**config.mk**
```make
export PLATFORM = sky130hd
export DESIGN_NAME = hs_ram_arbiter
export DESIGN_NICKNAME = d
export VERILOG_FILES = /design/src/rtl/hs_ram_arbiter.sv
export SDC_FILE = /design/constraint.sdc
export NUM_CORES = 1
export LEC_CHECK = 0
export ABC_AREA = 0
export BUFFER_PORTS_ARGS = -buffer_cell sky130_fd_sc_hd__buf_2
export CORE_MARGIN = 1.5
export CORE_UTILIZATION = 30
export DETAILED_ROUTE_END_ITERATION = 8
export PLACE_DENSITY = 0.69
export SETUP_SLACK_MARGIN = 0.02
export SYNTH_ARGS = -nofsm -noshare
export SYNTH_HDL_FRONTEND = slang
export SYNTH_SLANG_ARGS = --single-unit
```
**constraint.sdc**
```tcl
create_clock -name clk_sys -period 2.66 [get_ports clk_sys]
set_input_delay 0.133 -clock clk_sys [delete_from_list [all_inputs] [get_ports clk_sys]]
set_output_delay 0.133 -clock clk_sys [all_outputs]
set_load 0.05 [all_outputs]
```
**src/rtl/hs_ram_arbiter.sv**
```systemverilog
// hs_ram_arbiter: shares the game work-RAM port between the Z80 and the hiscore engine.
// Define HS_ARB_WRITE_GUARD_EN to confine hiscore writes to GUARD_LO..GUARD_HI and count blocked writes.
module hs_ram_arbiter #(
   parameter int AW             = 16,
   parameter int SETTLE         = 4,
   parameter int RELEASE_CYCLES = 2
`ifdef HS_ARB_WRITE_GUARD_EN
   ,
   parameter logic [AW-1:0] GUARD_LO = 16'h6000,
   parameter logic [AW-1:0] GUARD_HI = 16'h67FF
`endif
) (
   input  logic          clk_sys,
   input  logic          reset,
   input  logic          pause_req,
   input  logic          cpu_idle,
   output logic          cpu_hold,
   input  logic [AW-1:0] cpu_addr,
   input  logic          cpu_we,
   input  logic [7:0]    cpu_din,
   input  logic [AW-1:0] hs_address,
   input  logic [7:0]    hs_data_in,
   input  logic          hs_write_enable,
   input  logic          hs_read_intent,
   input  logic          hs_write_intent,
   output logic [7:0]    hs_data_out,
   output logic          hs_grant,
   output logic [AW-1:0] ram_addr,
   output logic          ram_we,
   output logic [7:0]    ram_din,
   input  logic [7:0]    ram_dout
`ifdef HS_ARB_WRITE_GUARD_EN
   ,
   output logic [7:0]    guard_blocked
`endif
);
   localparam logic [1:0] IDLE    = 2'd0;
   localparam logic [1:0] DRAIN   = 2'd1;
   localparam logic [1:0] GRANT   = 2'd2;
   localparam logic [1:0] RELEASE = 2'd3;
   localparam logic [3:0] SETTLE_LAST = 4'(SETTLE - 1);
   localparam logic [3:0] REL_LAST    = 4'(RELEASE_CYCLES - 1);
   logic [1:0] state, next_state;
   logic [3:0] cnt, cnt_next, cnt_inc;
   logic       intent, hs_sel, hs_we_ok;
   assign intent  = hs_read_intent | hs_write_intent;
   assign cnt_inc = (cnt == 4'hF) ? cnt : cnt + 4'd1;
   assign hs_sel  = state == GRANT;
   always_comb begin
      next_state = state;
      cnt_next   = 4'd0;
      unique case (state)
         IDLE:  next_state = intent ? DRAIN : IDLE;
         DRAIN: begin
            next_state = !intent ? RELEASE : (cpu_idle && cnt == SETTLE_LAST) ? GRANT : DRAIN;
            cnt_next   = (next_state == DRAIN && cpu_idle) ? cnt_inc : 4'd0;
         end
         GRANT: next_state = intent ? GRANT : RELEASE;
         RELEASE: begin
            next_state = (cnt == REL_LAST) ? IDLE : RELEASE;
            cnt_next   = cnt_inc;
         end
      endcase
   end
`ifdef HS_ARB_WRITE_GUARD_EN
   logic in_win;
   assign in_win   = hs_address >= GUARD_LO && hs_address <= GUARD_HI;
   assign hs_we_ok = hs_write_enable & in_win;
   always_ff @(posedge clk_sys) begin
      if (reset)
         guard_blocked <= 8'd0;
      else if (hs_sel && hs_write_enable && !in_win && guard_blocked != 8'hFF)
         guard_blocked <= guard_blocked + 8'd1;
   end
`else
   assign hs_we_ok = hs_write_enable;
`endif
   // CPU writes are swallowed while the port is handed back, so a stalled strobe cannot land late
   assign ram_addr = hs_sel ? hs_address : cpu_addr;
   assign ram_din  = hs_sel ? hs_data_in : cpu_din;
   assign ram_we   = hs_sel ? hs_we_ok : (state != RELEASE) & cpu_we;
   always_ff @(posedge clk_sys) begin
      if (reset) begin
         state       <= IDLE;
         cnt         <= 4'd0;
         cpu_hold    <= 1'b0;
         hs_grant    <= 1'b0;
         hs_data_out <= 8'd0;
      end else begin
         state    <= next_state;
         cnt      <= cnt_next;
         cpu_hold <= pause_req | (next_state != IDLE);
         hs_grant <= next_state == GRANT;
         if (hs_sel)
            hs_data_out <= ram_dout;
      end
   end
endmodule

```
==> metrics.csv <==
metric,value,unit
status,finished clean,
fin_crit_sh,0.774,
vias,1300,
areaGrowthSynthToFinish,55.3,%
drc_errors,0,
grt.overflow.total,0,
port_buffers,98,
r2r_start,cnt[0],
place_congestion,0.721,
worst_pin_slew,0.355,ns
synth_cell_types,29,
worstSetupPathType,flop to output port,
cap_violations,0,
final_util,0.502,
clock_latency,0.29,ns
worstHoldStart,pause_req,
firstDrtPassIters,4,
ys_ff_latch,16,
cts_inserted_buffers,3,
pwr-share-clk,0.215,
post_synth.cell_area_avg,6.13,um2
dp_worst_setup_slack,0.906,ns
layout_common_cells,"buf_2, nand2_1, dfxtp_1",
fillers,323,
internal_power,0.433,mW
grt_max_degree,30,
cts-resized-gates,0,
fp.dieH,61.1,um
total_power,0.755,mW
finalCriticalPeriod,2.06,ns
report.final.slew_viol_count,0,
syn_nets,231,
hp-class,input port to flop,
timing.hold.ws,0.0765,ns
share_seq_of_total_power,0.352,
critPathLaunch,state[1],
cp_max_fo,29,
irDropWorstVdd,0.280,mV
clk_pin_slew_worst_paths,0.10,ns
power.leakage,0.875,nW
synth_seq_area_share,0.317,
dr.first_iter.drc_count,44,
grt_setup_unrepaired,no,
holdBufCountCts,0,
synthCells,165,
wire_per_inst,9.50,um
clock.fmax,486,MHz
n_antenna_cell,0,
pwr-share-comb,0.433,
setup_ws,0.600,ns
viasPerCell,4.28,
final_nets,327,
design.core.area,0.00313,mm2
grt_pass1_wl,3.97,mm
die_area,0.00373,mm2
dp.final_hpwl,2.22,mm
ant_nets,0,
finalSetupViolations,0,
startpoint_type,flop,
die_w,61.1,um
htree_levels,1,
hold_violations,0,
p_per_area,481,mW/mm2
rows,20,
worstSetupEndpointType,output port,
start_util,0.323,
multi_input_area,634,um2
clock_skew,0.0129,ns
grt_pass1_vias,998,
grt_usage,0.136,
drive_above_1_share,0.408,
wirelength,2.89,mm
num_io_pins,99,
syn_area,0.00101,mm2
maxSlewHeadroom,0.762,
post_cts_buffers,0,
switching_share,0.427,
tns,0,ns
crit_arrival,1.93,ns
seqCellArea,320,um2
cts-root-buf,clkbuf_4,
cts_tree,yes,
critPathRequiredTime,2.53,ns
clk_path_buf_depth,2,
cts_sinks,16,
ys_warn_count,0,
layout_commonest_cell,buf_2,
antenna_found_initial,0,
power.switching,0.323,mW
==> synthesized netlist by cell type, drive strengths merged <==
library cell | instances | share of area
a21oi | 11 | 0.054
a41o | 1 | 0.0099
nor3 | 2 | 0.0099
or3b | 1 | 0.0087
a211oi | 1 | 0.0074
inv | 3 | 0.011
a31oi | 1 | 0.0062
clkbuf | 7 | 0.026
o31ai | 1 | 0.0074
nand3b | 1 | 0.0074
dfxtp | 16 | 0.32
o21ai | 3 | 0.015
o21a | 1 | 0.0074
and4bb | 1 | 0.012
o211ai | 1 | 0.0074
nand2 | 90 | 0.33
buf | 3 | 0.021
nor4 | 1 | 0.0062
nand3 | 3 | 0.015
nor3b | 1 | 0.0074
nand2b | 1 | 0.0062
xnor2 | 2 | 0.017
nor2 | 6 | 0.022
nor2b | 3 | 0.019
or4b | 1 | 0.0099
a32o | 1 | 0.0099
ha | 2 | 0.025
==> routing by layer <==
| layer | vias up | routed length [um] | part of all wire | GRT usage |
|---|---|---|---|---|
| met5 | - | 0 | 0 | 0 |
| met4 | 0 | 0 | 0 | 0 |
| met3 | 0 | 313 | 0.11 | 0.0525 |
| met2 | 64 | 1280 | 0.44 | 0.248 |
| met1 | 519 | 1290 | 0.45 | 0.162 |
| li1 | 717 | - | - | - |
==> registers in the layout (all words and copies together), names as in the netlist <==
register     flops
hs_grant         1
hs_data_out      8
cpu_hold         1
state            2
cnt              4
==> through the flow <==
step / instances / instance area [um2]
CTS: 304 / 1570
floorplan: 165 / 1010
finish: 304 / 1570
global placement: 300 / 1530
global route: 304 / 1570
detailed placement: 300 / 1530
==> worst paths after layout <==
check                           depth (start not counted)  slack, ns             end
worst max-delay path                                    5       0.60          ram_we
worst min register to register                          2       0.46  hs_data_out[6]
worst max register to register                          4       1.00        state[0]
worst min-delay path                                    3       0.08        cpu_hold
==> worst max-delay path, cell delays in order (launching register included) <==
cell and delay, ns:
dfxtp_1 0.55, nor2b_2 0.32, buf_4 0.33, nand2_1 0.09, o21ai_1 0.07, buf_2 0.27
==> layout make-up <==
cell class,count,share of cell area
multi-input cells,136,0.404
repair buffers,101,0.327
flip-flops and latches,16,0.204
well taps,44,0.0351
clock buffers,4,0.0231
inverters,3,0.00717
==> power by group through the flow <==
stage | clock network [mW] | logic (mW) | registers [mW]
floorplan | 0 | 0.214 | 0.286
global placement | 0 | 0.328 | 0.271
detailed placement | 0 | 0.329 | 0.271
CTS | 0.167 | 0.330 | 0.266
global route | 0.175 | 0.355 | 0.269
finish | 0.163 | 0.327 | 0.266
==> cells by family after synthesis <==
group,Yosys count,synth area share
simple gates,111,0.458
compound gates,21,0.125
flops,16,0.317
buf+inv,13,0.0582
xor+xnor,2,0.0173
fa+ha+maj,2,0.0247
Note: power is estimated with default switching activity, not from simulation.
